File: src/rtl/mesh_pkg.sv
// Shared packet-format definitions for the mesh terminal ingress stage.
// Field offsets are functions of the packet width so one package serves every pckg_sz.
package mesh_pkg;

  localparam int NXT_JUMP_W = 8;
  localparam int ID_W       = 4;
  localparam int MODE_W     = 1;
  localparam int HDR_W      = NXT_JUMP_W + 2 * ID_W + MODE_W;
  localparam int PKT_MAX_W  = 256;

  typedef logic [PKT_MAX_W-1:0] pkt_max_t;

  typedef enum logic [MODE_W-1:0] {
    MODE_ROW_FIRST = 1'b0,
    MODE_COL_FIRST = 1'b1
  } route_mode_e;

  function automatic int payload_w(input int pckg_sz);
    return pckg_sz - HDR_W;
  endfunction

  function automatic int mode_off(input int pckg_sz);
    return payload_w(pckg_sz);
  endfunction

  function automatic int col_off(input int pckg_sz);
    return mode_off(pckg_sz) + MODE_W;
  endfunction

  function automatic int row_off(input int pckg_sz);
    return col_off(pckg_sz) + ID_W;
  endfunction

  function automatic int nxt_jump_off(input int pckg_sz);
    return row_off(pckg_sz) + ID_W;
  endfunction

  // Result is PKT_MAX_W wide; callers truncate to their own pckg_sz.
  // Nxt_jump is left at zero because only the router rewrites it.
  function automatic pkt_max_t pack_pkt(input int pckg_sz,
                                        input logic [ID_W-1:0] row,
                                        input logic [ID_W-1:0] col,
                                        input logic [MODE_W-1:0] mode,
                                        input pkt_max_t payload);
    pkt_max_t pkt;
    pkt_max_t mask;
    mask = {PKT_MAX_W{1'b1}} >> (PKT_MAX_W - payload_w(pckg_sz));
    pkt  = payload & mask;
    pkt  = pkt | (pkt_max_t'(mode) << mode_off(pckg_sz));
    pkt  = pkt | (pkt_max_t'(col)  << col_off(pckg_sz));
    pkt  = pkt | (pkt_max_t'(row)  << row_off(pckg_sz));
    return pkt;
  endfunction

  function automatic pkt_max_t bcast_const(input int pckg_sz);
    return {PKT_MAX_W{1'b1}} >> (PKT_MAX_W - (pckg_sz - 18));
  endfunction

endpackage

File: src/rtl/mesh_term_tx_if.sv
// Producer-facing and router-facing signals of one mesh terminal ingress port.
interface mesh_term_tx_if #(
  parameter int PCKG_SZ = 40
);
  // Producer side: a request transfers on any rising clk edge where in_valid && in_ready;
  // in_valid and fields must hold until then. Router side: the head transfers on an edge
  // where pndng_i_in && popin; popin with pndng_i_in low is an error, not a transfer.
  logic               in_valid;
  logic               in_ready;
  logic [3:0]         in_row;
  logic [3:0]         in_col;
  logic               in_mode;
  logic [PCKG_SZ-18:0] in_payload;
  logic [PCKG_SZ-1:0] data_out_i_in;
  logic               pndng_i_in;
  logic               popin;

  modport master (
    output in_valid, in_row, in_col, in_mode, in_payload, popin,
    input  in_ready, data_out_i_in, pndng_i_in
  );

  modport slave (
    input  in_valid, in_row, in_col, in_mode, in_payload, popin,
    output in_ready, data_out_i_in, pndng_i_in
  );
endinterface

File: src/rtl/mesh_tx_fifo.sv
// Show-ahead synchronous FIFO; dout holds the last presented head while empty.
module mesh_tx_fifo #(
  parameter int W     = 40,
  parameter int DEPTH = 4
) (
  input  logic                   clk,
  input  logic                   reset,
  input  logic                   push,
  input  logic [W-1:0]           din,
  input  logic                   pop,
  output logic [W-1:0]           dout,
  output logic                   full,
  output logic                   empty,
  output logic [$clog2(DEPTH):0] count
);
  localparam int AW = $clog2(DEPTH);
  localparam int CW = AW + 1;

  logic [W-1:0]  mem_q  [DEPTH];
  logic [W-1:0]  mem_d  [DEPTH];
  logic [AW-1:0] wr_ptr_q, wr_ptr_d;
  logic [AW-1:0] rd_ptr_q, rd_ptr_d;
  logic [CW-1:0] count_q, count_d;
  logic [W-1:0]  last_q, last_d;
  logic          do_push, do_pop;

  assign empty   = (count_q == '0);
  assign full    = (count_q == CW'(DEPTH));
  assign do_push = push && !full;
  assign do_pop  = pop && !empty;
  assign count   = count_q;
  assign dout    = empty ? last_q : mem_q[rd_ptr_q];

  always_comb begin
    mem_d    = mem_q;
    wr_ptr_d = wr_ptr_q;
    rd_ptr_d = rd_ptr_q;
    count_d  = count_q;
    last_d   = last_q;
    // Remember whatever is on dout so an emptied FIFO keeps showing it.
    if (!empty) last_d = mem_q[rd_ptr_q];
    if (do_push) begin
      mem_d[wr_ptr_q] = din;
      wr_ptr_d        = wr_ptr_q + 1'b1;
    end
    if (do_pop) rd_ptr_d = rd_ptr_q + 1'b1;
    case ({do_push, do_pop})
      2'b10:   count_d = count_q + 1'b1;
      2'b01:   count_d = count_q - 1'b1;
      default: count_d = count_q;
    endcase
  end

  always_ff @(posedge clk) begin
    if (reset) begin
      for (int i = 0; i < DEPTH; i++) mem_q[i] <= '0;
      wr_ptr_q <= '0;
      rd_ptr_q <= '0;
      count_q  <= '0;
      last_q   <= '0;
    end else begin
      mem_q    <= mem_d;
      wr_ptr_q <= wr_ptr_d;
      rd_ptr_q <= rd_ptr_d;
      count_q  <= count_d;
      last_q   <= last_d;
    end
  end
endmodule

File: src/rtl/mesh_term_tx.sv
// Terminal ingress stage: packs producer fields into a packet, drops self-addressed ones,
// and queues the rest for the router. Define MESH_TERM_TX_STATS_EN for sent_cnt/max_occ.
module mesh_term_tx
  import mesh_pkg::*;
#(
  parameter int pckg_sz    = 40,
  parameter int fifo_depth = 4,
  parameter int ROWS       = 4,
  parameter int COLUMS     = 4,
  parameter int SELF_ROW   = 0,
  parameter int SELF_COL   = 1
) (
  input  logic                        clk,
  input  logic                        reset,
  mesh_term_tx_if.slave               bus,
  output logic [$clog2(fifo_depth):0] fifo_count,
  output logic [7:0]                  drop_cnt,
  output logic                        err_underflow
`ifdef MESH_TERM_TX_STATS_EN
  ,
  output logic [15:0]                 sent_cnt,
  output logic [$clog2(fifo_depth):0] max_occ
`endif
);
  localparam int CW = $clog2(fifo_depth) + 1;

  if ((fifo_depth < 2) || ((fifo_depth & (fifo_depth - 1)) != 0)) begin : g_bad_depth
    $error("mesh_term_tx: fifo_depth must be a power of two, at least 2");
  end
  if ((SELF_ROW > ROWS + 1) || (SELF_COL > COLUMS + 1)) begin : g_bad_self_id
    $error("mesh_term_tx: SELF_ROW/SELF_COL outside the mesh id range");
  end

  logic               full, empty;
  logic               self_hit, accept, push, pop_ok;
  logic [pckg_sz-1:0] pkt;
  logic [7:0]         drop_q, drop_d;
  logic               err_q, err_d;

  // in_ready comes only from the registered occupancy, never from popin.
  assign bus.in_ready = !full;
  assign bus.pndng_i_in = !empty;

  assign self_hit = (bus.in_row == ID_W'(SELF_ROW)) && (bus.in_col == ID_W'(SELF_COL));
  assign accept   = bus.in_valid && bus.in_ready;
  assign push     = accept && !self_hit;
  assign pop_ok   = bus.popin && !empty;
  assign pkt      = pckg_sz'(pack_pkt(pckg_sz, bus.in_row, bus.in_col, bus.in_mode,
                                      pkt_max_t'(bus.in_payload)));

  mesh_tx_fifo #(
    .W     (pckg_sz),
    .DEPTH (fifo_depth)
  ) u_fifo (
    .clk   (clk),
    .reset (reset),
    .push  (push),
    .din   (pkt),
    .pop   (bus.popin),
    .dout  (bus.data_out_i_in),
    .full  (full),
    .empty (empty),
    .count (fifo_count)
  );

  always_comb begin
    drop_d = drop_q;
    err_d  = err_q;
    if (accept && self_hit && (drop_q != 8'hFF)) drop_d = drop_q + 8'd1;
    if (bus.popin && empty) err_d = 1'b1;
  end

  always_ff @(posedge clk) begin
    if (reset) begin
      drop_q <= '0;
      err_q  <= 1'b0;
    end else begin
      drop_q <= drop_d;
      err_q  <= err_d;
    end
  end

  assign drop_cnt      = drop_q;
  assign err_underflow = err_q;

`ifdef MESH_TERM_TX_STATS_EN
  logic [15:0]   sent_q, sent_d;
  logic [CW-1:0] max_occ_q, max_occ_d;
  logic [CW-1:0] count_nxt;

  // Track the occupancy the FIFO will hold after this edge so the mark never lags.
  assign count_nxt = fifo_count + CW'(push) - CW'(pop_ok);

  always_comb begin
    sent_d    = sent_q + 16'(pop_ok);
    max_occ_d = (count_nxt > max_occ_q) ? count_nxt : max_occ_q;
  end

  always_ff @(posedge clk) begin
    if (reset) begin
      sent_q    <= '0;
      max_occ_q <= '0;
    end else begin
      sent_q    <= sent_d;
      max_occ_q <= max_occ_d;
    end
  end

  assign sent_cnt = sent_q;
  assign max_occ  = max_occ_q;
`endif
endmodule

File: src/flat_wrapper.sv
// flat-port wrapper written by rule: the top's interface ports become plain ports
module mesh_term_tx_flat import mesh_pkg::*;
#(
  parameter int pckg_sz    = 40,
  parameter int fifo_depth = 4,
  parameter int ROWS       = 4,
  parameter int COLUMS     = 4,
  parameter int SELF_ROW   = 0,
  parameter int SELF_COL   = 1
)
  (clk, reset, fifo_count, drop_cnt, err_underflow, bus_in_valid, bus_in_row, bus_in_col, bus_in_mode, bus_in_payload, bus_popin, bus_in_ready, bus_data_out_i_in, bus_pndng_i_in);
  mesh_term_tx_if #(.PCKG_SZ((40))) bus_i ();
  input  logic clk;
  input  logic reset;
  output logic [$clog2(fifo_depth):0] fifo_count;
  output logic [7:0] drop_cnt;
  output logic err_underflow;
  input wire logic [$bits(bus_i.in_valid)-1:0] bus_in_valid;
  input wire logic [$bits(bus_i.in_row)-1:0] bus_in_row;
  input wire logic [$bits(bus_i.in_col)-1:0] bus_in_col;
  input wire logic [$bits(bus_i.in_mode)-1:0] bus_in_mode;
  input wire logic [$bits(bus_i.in_payload)-1:0] bus_in_payload;
  input wire logic [$bits(bus_i.popin)-1:0] bus_popin;
  output wire logic [$bits(bus_i.in_ready)-1:0] bus_in_ready;
  output wire logic [$bits(bus_i.data_out_i_in)-1:0] bus_data_out_i_in;
  output wire logic [$bits(bus_i.pndng_i_in)-1:0] bus_pndng_i_in;
  assign bus_i.in_valid = bus_in_valid;
  assign bus_i.in_row = bus_in_row;
  assign bus_i.in_col = bus_in_col;
  assign bus_i.in_mode = bus_in_mode;
  assign bus_i.in_payload = bus_in_payload;
  assign bus_i.popin = bus_popin;
  assign bus_in_ready = bus_i.in_ready;
  assign bus_data_out_i_in = bus_i.data_out_i_in;
  assign bus_pndng_i_in = bus_i.pndng_i_in;
  mesh_term_tx #(.pckg_sz(pckg_sz), .fifo_depth(fifo_depth), .ROWS(ROWS), .COLUMS(COLUMS), .SELF_ROW(SELF_ROW), .SELF_COL(SELF_COL)) u_core (.clk(clk), .reset(reset), .bus(bus_i), .fifo_count(fifo_count), .drop_cnt(drop_cnt), .err_underflow(err_underflow));
endmodule
File: config.mk
export PLATFORM = sky130hd
export DESIGN_NAME = mesh_term_tx_flat
export DESIGN_NICKNAME = d
export VERILOG_FILES = /design/src/rtl/mesh_pkg.sv /design/src/rtl/mesh_term_tx_if.sv /design/src/rtl/mesh_tx_fifo.sv /design/src/rtl/mesh_term_tx.sv /design/src/flat_wrapper.sv
export SDC_FILE = /design/constraint.sdc
export NUM_CORES = 1
export LEC_CHECK = 0
export BUFFER_PORTS_ARGS = -buffer_cell sky130_fd_sc_hd__buf_2
export CAP_MARGIN = 10
export CORE_AREA = 2 2 117 119
export CTS_CLUSTER_SIZE = 12
export DETAILED_ROUTE_END_ITERATION = 10
export DIE_AREA = 0 0 119 121
export HOLD_SLACK_MARGIN = 0.02
export PLACE_DENSITY = 0.76
export SLEW_MARGIN = 10
export SYNTH_ARGS = -nofsm -noshare
export SYNTH_HDL_FRONTEND = slang
export SYNTH_SLANG_ARGS = --single-unit
File: constraint.sdc
create_clock -name clk -period 3.4 [get_ports clk]
set_clock_uncertainty 0.05 [all_clocks]
set_input_delay 0 -clock clk [delete_from_list [all_inputs] [get_ports clk]]
set_output_delay 0 -clock clk [all_outputs]
set_load 0.03 [all_outputs]
# [Word level (Yosys, flattened, before mapping)]
# Cells that the tools add are included.
[word_totals] ff_bits=216 latch_bits=0 ram_bits=0 mem_bits_ro=0 inputBits=36 output_inout_bits=54 word_cells=51 n_memories=0
[classes] n_addsub=5 multipliers=0 div=0 order_cmp=3 eq_ne=5 n_shift=0 n_mux=8 bitwise=5 reduce_logical=15
[op_table] cell="$bwmux W160" n=1
[op_table] cell="$mux W40" n=4
[op_table] cell="$bmux W40 S2" n=1
[op_table] cell="$demux W40 S2" n=1
[op_table] cell="$or A40 B28 Y40" n=1
[op_table] cell="$or A40 B32 Y40" n=1
[op_table] cell="$or A23 B24 Y24" n=1
[op_table] cell="$logic_and A1 B1 Y1" n=9
[op_table] cell="$add A8 B1 Y8 const B" n=1
[op_table] cell="$ne A8 B8 Y1 const B" n=1
[op_table] cell="$ge A3 B3 Y1 const B" n=2
[op_table] cell="$not A2 Y3" n=2
[op_table] cell="$pmux W3 S2" n=1
[op_table] cell="$add A2 B1 Y2 const B" n=2
[op_table] cell="$eq A4 B1 Y1 const B" n=1
[op_table] cell="$logic_not A4 Y1" n=1
[op_table] cell="$add A3 B1 Y3 const B" n=1
[op_table] cell="$eq A3 B3 Y1 const B" n=1
[op_table] cell="$logic_not A1 Y1" n=3
[op_table] cell="$logic_not A3 Y1" n=1
[op_table] cell="$lt A3 B1 Y1 const B" n=1
[op_table] cell="$sub A3 B1 Y3 const B" n=1
[op_table] cell="$eq A2 B1 Y1 const B" n=1
[op_table] cell="$eq A2 B2 Y1 const B" n=1
[op_table] cell="$reduce_bool A2 Y1" n=1

# [Logic depth before layout (Yosys ltp)]
# Gate-level depths: netlist of the first run.
[logic_depth] word_depth=7 depth_mapped=9 mapped_depth_nobuf=9

# [Modules after synthesis]
# From an unflattened synthesis of the first run, not the netlist that was laid out.
[unflattened] cells_unflattened=848 area_unflattened_um2=9680.5
[by_module_without_submodules] mod="mesh_tx_fifo" instances=1 cells_per_inst=788 area_per_inst_um2=9155.0 seq_area_each_um2=4144.0
[by_module_without_submodules] mod="mesh_term_tx" instances=1 cells_per_inst=60 area_per_inst_um2=525.5 seq_area_each_um2=180.2

# [Worst setup path before layout of the first run]
# OpenSTA, ideal clock, no wires.
[synth_path] path_type="reg2reg" startpoint="register u_core.u_fifo.count_q[2], in the netlist u_core.u_fifo.count[2]" endpoint="register u_core.u_fifo.count_q[2], in the netlist u_core.u_fifo.count[2]" setup_time_ps=70 t_arrival_ps=2777 t_required_ps=3280 slack_ps=503 path_stages_with_launch=10 path_buffers=1 period_less_slack_ps=2897 cell_sequence="dfxtp_1 -> or3b_2 -> clkbuf_1 -> o211ai_1 -> ha_1 -> inv_1 -> fa_1 -> xor2_1 -> or3_1 -> a21oi_1"
[synth_via] elab_chain_len=7 word_cells_on_any_way=14 cone_classes="add/sub: 2; eq/ne: 3; mux: 1; reduce/logical: 8"
[synth_lines] item="start: declaration" line_no="mesh_tx_fifo.sv:23" text="logic [CW-1:0] count_q, count_d;"
[synth_lines] item="start signal: assignment" line_no="mesh_tx_fifo.sv:65" text="count_q <= count_d;"
[synth_lines] item="$eq A3 B3 Y1 (*)" line_no="mesh_tx_fifo.sv:28" text="assign full = (count_q == CW'(DEPTH));"
[synth_lines] item="$logic_not A1 Y1 (*)" line_no="mesh_term_tx.sv:41" text="assign bus.in_ready = !full;"
[synth_lines] item="named net bus_in_ready" line_no="flat_wrapper.sv:24" text="output wire logic [$bits(bus_i.in_ready)-1:0] bus_in_ready;"
[synth_lines] item="$logic_and A1 B1 Y1" line_no="mesh_term_tx.sv:45" text="assign accept = bus.in_valid && bus.in_ready;"
[synth_lines] item="$logic_and A1 B1 Y1" line_no="mesh_term_tx.sv:46" text="assign push = accept && !self_hit;"
[synth_lines] item="$logic_and A1 B1 Y1 (*)" line_no="mesh_tx_fifo.sv:29" text="assign do_push = push && !full;"
[synth_lines] item="$eq A2 B1 Y1 / $eq A2 B2 Y1 (equally long branches)" line_no="mesh_tx_fifo.sv:47" text="case ({do_push, do_pop})"
[synth_lines] item="$pmux W3 S2 / $reduce_bool A2 Y1 (equally long branches)"
# The timed path passes the listed nets; every way through them passes the cells marked *.
# A chain may end at the register's enable or synchronous reset.

# [Worst setup path in the final report of the first run]
[layout_path] startpoint="input bus_in_row[0]" endpoint="register u_core.u_fifo.count_q[2], in the netlist u_core.u_fifo.count[2]"
[layout_via] elab_chain_len=7 word_cells_on_any_way=9 cone_classes="eq/ne: 2; mux: 1; reduce/logical: 6"
[layout_lines] item="start: declaration" line_no="flat_wrapper.sv:19" text="input wire logic [$bits(bus_i.in_row)-1:0] bus_in_row;"
[layout_lines] item="$logic_not A4 Y1 (*)" line_no="mesh_term_tx.sv:44" text="assign self_hit = (bus.in_row == ID_W'(SELF_ROW)) && (bus.in_col == ID_W'(SELF_COL));"
[layout_lines] item="$logic_and A1 B1 Y1 (*)" line_no="mesh_term_tx.sv:44"
[layout_lines] item="$logic_not A1 Y1 (*)" line_no="mesh_term_tx.sv:46"
[layout_lines] item="$logic_and A1 B1 Y1 (*)" line_no="mesh_term_tx.sv:46"
[layout_lines] item="$logic_and A1 B1 Y1 (*)" line_no="mesh_tx_fifo.sv:29"
[layout_lines] item="$eq A2 B1 Y1 / $eq A2 B2 Y1 (equally long branches)" line_no="mesh_tx_fifo.sv:47"
[layout_lines] item="$pmux W3 S2 / $reduce_bool A2 Y1 (equally long branches)"
# Mark *: on every way between the ends. The rest lies on a longest branch, timed or not.

==> results of run 1 <==
## sequential cells by signal, summed over array words and instances (netlist names)
register                flops
u_core.u_fifo.last_q       40
u_core.u_fifo.mem_q       128
u_core.u_fifo.count         3
u_core.err_underflow        1
u_core.u_fifo.wr_ptr_q      2
u_core.drop_cnt             8
u_core.u_fifo.rd_ptr_q      2
## power by group
part / switching (mW) / internal (mW) / total (mW)
logic: 1.20 / 0.578 / 1.78
clock network: 0.816 / 0.997 / 1.81
registers: 0.159 / 2.36 / 2.52
## worst max path at each step
stage / start / endpoint / cells after the start
6_report: bus_in_row[0] / u_core.u_fifo.count[2] / 10
5_1_grt: bus_in_row[0] / u_core.u_fifo.count[2] / 10
4_1_cts: bus_in_row[0] / u_core.u_fifo.count[2] / 10
3_5_place_dp: bus_in_row[0] / u_core.u_fifo.count[2] / 9
3_3_place_gp: bus_in_row[0] / u_core.u_fifo.count[2] / 9
2_1_floorplan: u_core.u_fifo.count[2] / u_core.u_fifo.count[2] / 9
## logic make-up after synthesis
| kind of cell | share of synthesized area (%) |
|---|---|
| flops | 49.0 |
| simple gates | 24.3 |
| fa+ha+maj | 1.26 |
| mux | 9.85 |
| compound gates | 11.2 |
| buf+inv | 3.92 |
| xor+xnor | 0.582 |
## cell type report
| type | instances | area share, % |
|---|---|---|
| clock buffer | 18 | 4.80 |
| clock inverter | 14 | 1.23 |
| inverter | 8 | 0.336 |
| multi-input combinational | 638 | 40.0 |
| sequential | 184 | 41.3 |
| tap | 176 | 2.46 |
| timing repair buffer | 136 | 9.89 |
## per-stage QoR
step | setup slack (ns) | area (um2)
floorplan | 0.503 | 7520
global placement | 0.775 | 8070
detailed placement | 0.721 | 8070
CTS | 0.595 | 8930
global route | 0.443 | 8930
finish | 0.565 | 8930
## routing by layer
layer | routed length (um) | vias to the layer above
li1 | - | 3151
met1 | 8030 | 3027
met2 | 8850 | 221
met3 | 1240 | 27
met4 | 306 | 0
met5 | 0 | -
## layout by cell type, fill, tap and decap left out, drive strengths merged, types with 6 or more instances in the layout
cell	netlist	layout
a21oi	137	137
clkinv	1	11
dlygate4sd3	0	33
buf	11	103
dfxtp	184	184
nand2	355	355
o21ai	7	7
mux4	32	32
and2	41	41
ha	6	6
and3	9	9
clkbuf	54	18
inv	7	7
nor2	10	10
or3	6	6
==> flow_summary.ini, run 1 <==
[clock_tree]
cts.path.max_buffers = 2
clkTransAtPathRegs_ns = 0.06
cts-htree-levels = 4
post_cts_resized = 0
cts_tree = yes
cts_setup_buffers = 0
numCtsBuffers = 17
insertion_delay_ns = 0.43
cts.sinks = 184
cts_root_buf = clkbuf_16
cts_hold_buf = 33

[yosys]
ys_warn_count = 0
yosys.cell_types.count = 33
synth_nets = 938
syn_inst = 895
yosysSeqAreaShare_pct = 49.0
yosysMostFrequentCell = nand2_1
synth_edf_count = 0
syn_area_um2 = 7520
yosysTopAreaCell = dfxtp_1
synth_area_leaders = dfxtp_1 (49%), nand2_1 (18%), mux4_2 (9.6%), a21oi_1 (9.1%), and2_1 (3.4%)
ys_ff_latch = 184
synth.avg_cell_area_um2 = 8.41
yosys-top-cells-count = nand2_1 (355), dfxtp_1 (184), a21oi_1 (137)
synthArstFlopShare_pct = 0
yosysTopAreaCellShare_pct = 49.0
synth_flop_cell = dfxtp_1

[cells_and_area]
seqCellArea_um2 = 3690
utilization_pct = 68.3
fill_cells = 1069
area_growth_pct = 18.8
multiInputGateArea_um2 = 3580
layout.nets = 1028
antenna_cells = 0
final_layout_size_suffix_gt1_share_pct = 17.7
stdcell_count = 1174

[floorplan]
die_w_um = 119
core_um2 = 13100
die_h_um = 121
initial_utilization_pct = 57.5
num_io_pins = 90
rows = 42
die_area_um2 = 14400

[timing]
maxSlewViolCount = 0
fmax_mhz = 353
timing.final.crit_share_pct = 83.4
max-slew-margin-rel_pct = 41.1
rsz0062_at_grt = false
fin_hold_ws_ns = 0.0460
setup_viol = 0
hold_viol_final = 0
worst-slew-pin-transition_ns = 0.884
fin_crit_ns = 2.83
setup_tns_ns = 0

[global_routing]
top_usage_layer = met2
grt.total_usage_pct = 26.5
met3_usage_pct = 5.97
grt_max_degree = 82
grt_pass1_vias = 6060
overflow = 0
met2_usage_pct = 43.2
antenna_found_initial = 0
gr-usage-met1_pct = 34.8
grt_pass1_wl_um = 30200

[job]
maxCapViolations = 0

[drt]
drt-total-wl_um = 18400
vias = 6426
drt-initial-drc-count = 594
via_per_inst = 5.47
drtPass1Iterations = 5
wl_per_cell_um = 15.7
drc = 0
detail-route-antenna-nets = 0

[power]
p_total_mw = 6.11
ir_drop_v = 0.000405
leakagePower_nw = 3.52
power.density_nw_per_um2 = 684

[outcome]
status = complete, no violations

[critical_path]
required_ns = 3.70
reg2reg_slack_ns = 0.73
critPathTopFamily = simple AND/OR/NAND/NOR gates
reg2reg_from = u_core.u_fifo.count[2]
r2r-end = u_core.u_fifo.count[2]
worst-setup-path-type = primary input to flip-flop
path_buf_inv = 3
cp_max_fo = 10
cp-end-kind = flip-flop
reg2regPathDepth = 8
cp-start-kind = primary input
critical-path-max-stage-delay_ns = 0.74
cp_cell_sequence = dlygate4sd3_1 -> buf_2 -> or4_1 -> o211ai_1 -> ha_1 -> inv_1 -> fa_1 -> xor2_1 -> or3_1 -> a21oi_1
slowest_stage = or4_1
critPathArrivalTime_ns = 3.14

[worst_hold_path]
min_to = u_core.u_fifo.mem_q[97]
hold_depth = 2
hold_class = primary input to flip-flop
hp-start = reset

[place]
placedCellCount = 1109
dp_hpwl_um = 10800
gp_congestion = 0.775
io_buffers = 89
Power figures use the tool's default switching activity.
==> run 2: changes to the inputs <==
--- a/config.mk
+++ b/config.mk
@@ -7,12 +7,12 @@
 export LEC_CHECK = 0
 export BUFFER_PORTS_ARGS = -buffer_cell sky130_fd_sc_hd__buf_2
 export CAP_MARGIN = 10
-export CORE_AREA = 2 2 117 119
+export CORE_AREA = 2 2 124 126
 export CTS_CLUSTER_SIZE = 12
 export DETAILED_ROUTE_END_ITERATION = 10
-export DIE_AREA = 0 0 119 121
+export DIE_AREA = 0 0 126 128
 export HOLD_SLACK_MARGIN = 0.02
-export PLACE_DENSITY = 0.76
+export PLACE_DENSITY = 0.71
 export SLEW_MARGIN = 10
 export SYNTH_ARGS = -nofsm -noshare
 export SYNTH_HDL_FRONTEND = slang
==> constraint.sdc (replaced) <==
create_clock -name clk -period 2.4 [get_ports clk]
set_clock_uncertainty 0.05 [all_clocks]
set_input_delay 0 -clock clk [delete_from_list [all_inputs] [get_ports clk]]
set_output_delay 0 -clock clk [all_outputs]
set_load 0.03 [all_outputs]
==> flow_summary.ini, run 2 (synthesis results as in run 1) <==
[drt]
drtPass1Iterations = 5
drt-total-wl_um = 18600
via_per_inst = 5.38
drc = 0
wl_per_cell_um = 15.6
drt-initial-drc-count = 417
detail-route-antenna-nets = 0
vias = 6440

[cells_and_area]
mostFrequentLayoutCells = nand2_1 (355), dfxtp_1 (179), a21oi_1 (136)
antenna_cells = 0
layout.nets = 1038
final_layout_size_suffix_gt1_share_pct = 18.2
utilization_pct = 62.2
largest_register_ff_count = 128
largest_register = u_core.u_fifo.mem_q
area_growth_pct = 22.8
stdcell_count = 1196
layout.cells.most_common = nand2_1
postLayoutCellArea_um2 = 9240

[outcome]
status = complete, no violations

[power]
comb_power_share_pct = 29.7
power.density_nw_per_um2 = 982
swShare_pct = 34.1
intPower_mw = 5.99
p_total_mw = 9.08
pwr-share-seq_pct = 38.8
pwr-share-clk_pct = 31.5
p_sw_mw = 3.09
leakagePower_nw = 3.68
ir_drop_v = 0.000805

[place]
dp_hpwl_um = 10800
placedCellCount = 1129
place_area_um2 = 8260
gp_congestion = 0.774
preCtsSetupSlack_ns = 0.121
io_buffers = 89

[global_routing]
grt.total_usage_pct = 23.6
grt_max_degree = 144
grt_pass1_vias = 5965
grt_pass1_wl_um = 30400
antenna_found_initial = 0
overflow = 0

[critical_path]
cp-end-kind = flip-flop
critPathArrivalTime_ns = 2.59
worst-setup-path-type = primary input to flip-flop
cp_max_fo = 9
cp-start-kind = primary input
required_ns = 2.71

[clock_tree]
numCtsBuffers = 17
insertion_delay_ns = 0.43
cts.path.max_buffers = 2
cts.sinks = 184
cts-htree-levels = 4
cts_tree = yes
clkTransAtPathRegs_ns = 0.06
cts_root_buf = clkbuf_16

[job]
maxCapViolations = 0

[floorplan]
die_w_um = 126
initial_utilization_pct = 50.6
num_io_pins = 90
die_h_um = 128
core_um2 = 14900
rows = 45
die_area_um2 = 16100

[timing]
max-slew-margin-rel_pct = 52.0
hold_viol_final = 0
maxSlewViolCount = 0
fmax_mhz = 438
fin_crit_ns = 2.28
timing.final.crit_share_pct = 95.2
worst-slew-pin-transition_ns = 0.721
rsz0062_at_grt = false
setup_ws_ns = 0.116
setup_viol = 0

[worst_hold_path]
hold_class = primary input to flip-flop
## run 2: changes by cell type in the layout (fill, tap and decap cells not counted), sizes merged
cell / delta
buf: +5
dlymetal6s4s: +4
bufinv: +3
clkinvlp: -3
clkbuf: +2
clkinv: -2
dlygate4sd3: +1
## run 2: layout make-up
| class | count | area (um2) |
|---|---|---|
| clock buffers | 20 | 437 |
| clock inverters | 12 | 156 |
| fillers | 1348 | 5620 |
| inverters | 8 | 30.0 |
| multi-input cells | 638 | 3590 |
| flip-flops and latches | 184 | 3690 |
| well taps | 188 | 235 |
| repair buffers | 146 | 1100 |
## run 2: what timing repair did
| item | in CTS | in global routing |
|---|---|---|
| endpoints found under the hold margin | 131 | 10 |
| gates resized for setup | 0 | 7 |
| buffers inserted | 0 | 3 |
| hold buffers | 33 | 5 |
| setup endpoints to repair | 0 | 3 |
## run 2: path summary, 6_finish.rpt
path | slack [ns] | endpoint | from | depth (start not counted)
max reg2reg | 0.20 | u_core.u_fifo.count[2] | u_core.u_fifo.count[0] | 8
min reg2reg | 0.40 | u_core.u_fifo.mem_q[89] | u_core.u_fifo.mem_q[89] | 2
max | 0.12 | u_core.drop_cnt[5] | bus_in_row[3] | 7
min | 0.01 | u_core.u_fifo.mem_q[109] | bus_in_row[1] | 3
## run 2: per-stage QoR
| stage | hold WS (ns) | TNS (ns) |
|---|---|---|
| after global routing | 0.0348 | 0 |
| after detailed placement | 0.231 | 0 |
| after global placement | 0.226 | 0 |
| final | 0.00994 | 0 |
| after floorplan | 0.0860 | -0.0256 |
| after CTS | 0.103 | 0 |
## run 2: critical path, stage by stage
cell and delay [ns]:
dlygate4sd3_1 0.54, buf_2 0.16, or4_4 0.43, buf_4 0.19
or4b_4 0.59, or4_1 0.52, a21oi_1 0.15
## run 2: metal layers
| metal | vias up | track usage (%) | routed length (um) |
|---|---|---|---|
| met1 | 3114 | 32.2 | 8660 |
| met3 | 18 | 4.55 | 764 |
| li1 | 3173 | - | - |
| met2 | 135 | 38.3 | 8960 |
| met4 | 0 | 7.05 | 244 |
| met5 | - | 0 | 0 |
## run 2: power by group through the flow
stage          Sequential [mW]  Clock [mW]  Combinational [mW]
2_1_floorplan             3.56           0                1.81
3_3_place_gp              3.58           0                2.64
3_5_place_dp              3.59           0                2.66
4_1_cts                   3.52        2.89                2.71
5_1_grt                   3.56        3.01                2.94
6_report                  3.52        2.86                2.70
==> run 3: changes to the inputs <==
--- a/config.mk
+++ b/config.mk
@@ -5,7 +5,7 @@
 export SDC_FILE = /design/constraint.sdc
 export NUM_CORES = 1
 export LEC_CHECK = 0
-export BUFFER_PORTS_ARGS = -buffer_cell sky130_fd_sc_hd__buf_2
+export BUFFER_PORTS_ARGS = -buffer_cell sky130_fd_sc_hd__buf_4
 export CAP_MARGIN = 10
 export CORE_AREA = 2 2 124 126
 export CTS_CLUSTER_SIZE = 12
==> flow_summary.ini, run 3 (synthesis results as in run 1) <==
[outcome]
status = complete, no violations

[critical_path]
required_ns = 2.66
reg2reg_from = u_core.u_fifo.count[0]
critPathTopFamily = buffers and inverters
path_buf_inv = 3
reg2regPathDepth = 7
cp-start-kind = flip-flop
critical-path-max-stage-delay_ns = 0.57
r2r-end = u_core.u_fifo.mem_q[138]
cp_cell_sequence = or3b_4 -> buf_4 -> o2111a_2 -> buf_12 -> nand2_1 -> a21oi_1 -> dlygate4sd3_1
critPathArrivalTime_ns = 2.49
cp-end-kind = flip-flop
worst-setup-path-type = flip-flop to flip-flop
reg2reg_slack_ns = 0.17
slowest_stage = dlygate4sd3_1
cp_max_fo = 17

[floorplan]
core_um2 = 14900
initial_utilization_pct = 50.6
die_area_um2 = 16100
num_io_pins = 90
die_w_um = 126
rows = 45
die_h_um = 128

[worst_hold_path]
hold_class = primary input to flip-flop
hold_depth = 4
hp-start = bus_in_valid
min_to = u_core.u_fifo.mem_q[121]

[timing]
worst-slew-pin-transition_ns = 0.862
setup_tns_ns = 0
hold_viol_final = 0
fin_crit_ns = 2.23
rsz0062_at_grt = false
fmax_mhz = 448
maxSlewViolCount = 0
max-slew-margin-rel_pct = 42.5
timing.final.crit_share_pct = 92.9
setup_viol = 0
setup_ws_ns = 0.170

[power]
swShare_pct = 34.5
power.density_nw_per_um2 = 973
p_sw_mw = 3.16
comb_power_share_pct = 30.4
intPower_mw = 6.01
pwr-share-seq_pct = 38.9
leakagePower_nw = 3.66
pwr-share-clk_pct = 30.6
ir_drop_v = 0.000820
p_total_mw = 9.16

[clock_tree]
cts.sinks = 184
cts_setup_buffers = 0
cts_tree = yes
cts.path.max_buffers = 2
numCtsBuffers = 17
insertion_delay_ns = 0.43
cts-htree-levels = 4
cts_root_buf = clkbuf_16
clkTransAtPathRegs_ns = 0.07

[drt]
drtPass1Iterations = 5
vias = 6446
drt-initial-drc-count = 422
drc = 0
wl_per_cell_um = 15.9
drt-total-wl_um = 19100
via_per_inst = 5.37
detail-route-antenna-nets = 0

[global_routing]
overflow = 0
antenna_found_initial = 1
grt.total_usage_pct = 24.0
grt_max_degree = 67
grt_pass1_wl_um = 31100
grt_pass1_vias = 6004

[cells_and_area]
largest_register = u_core.u_fifo.mem_q
largest_register_ff_count = 128
layout.nets = 1043
final_layout_size_suffix_gt1_share_pct = 19.2
area_growth_pct = 25.2
multiInputGateArea_um2 = 3580
antenna_cells = 0
layout.cells.most_common = nand2_1
fill_cells = 1287
seqCellArea_um2 = 3690
mostFrequentLayoutCells = nand2_1 (355), dfxtp_1 (179), a21oi_1 (137)

[place]
preCtsSetupSlack_ns = 0.0881
io_buffers = 89
gp_congestion = 0.785
dp_hpwl_um = 11500

[job]
maxCapViolations = 0
-- run 3: cell type report --
type                            count  share of cell area (%)
Clock buffer                       21                    5.01
Multi-Input combinational cell    638                    38.0
Inverter                            8                   0.319
Tap cell                          188                    2.50
Timing Repair Buffer              151                    13.6
Sequential cell                   184                    39.2
Clock inverter                     11                    1.29
-- run 3: layer usage --
layer | track usage, % | vias to the layer above | part of all wire (%)
li1 | - | 3191 | -
met1 | 33.2 | 3053 | 45
met2 | 38.0 | 180 | 48
met3 | 5.01 | 22 | 5.2
met4 | 7.89 | 0 | 1.3
met5 | 0 | - | 0
-- run 3: stage by stage --
step,hold slack [ns],std cells,util [%],area (um2)
floorplan,0.0860,895,-,7560
global placement,0.218,1134,57.0,8480
detailed placement,0.222,1134,57.0,8480
CTS,0.107,1201,63.4,9420
global route,0.134,1201,63.4,9420
finish,0.119,1201,63.4,9420
-- run 3: worst max path at each step --
stage,start,end,slack [ns],cells past startpoint
6_report,u_core.u_fifo.count[0],u_core.u_fifo.mem_q[138],0.17,7
3_5_place_dp,bus_in_col[1],u_core.u_fifo.count[2],0.09,9
2_1_floorplan,u_core.u_fifo.count[2],u_core.u_fifo.count[2],-0.03,9
5_1_grt,u_core.u_fifo.count[0],u_core.u_fifo.count[2],0.09,8
3_3_place_gp,bus_in_col[1],u_core.u_fifo.count[2],0.14,9
4_1_cts,u_core.u_fifo.count[2],u_core.u_fifo.mem_q[138],0.06,7
-- run 3: worst register-to-register path, delay by kind of cell, from the launching register on --
family	cells	cell delay, ns
DFF	1	0.36
AOI/OAI and AO/OA	2	0.29
buffers and inverters	3	0.96
and+or+nand+nor	2	0.47
-- run 3: power groups by stage --
stage / Combinational [mW] / Clock, mW / Sequential [mW]
global placement: 2.73 / 0 / 3.62
floorplan: 1.81 / 0 / 3.56
CTS: 2.80 / 2.82 / 3.57
detailed placement: 2.74 / 0 / 3.63
finish: 2.79 / 2.81 / 3.57
global route: 3.01 / 2.98 / 3.61
-- run 3: what timing repair did --
item | 4_1_cts | 5_1_grt
hold buffers | 35 | 0
endpoints found under the hold margin | 131 | 0
setup endpoints to repair | 0 | 1
resized for setup | 0 | 1
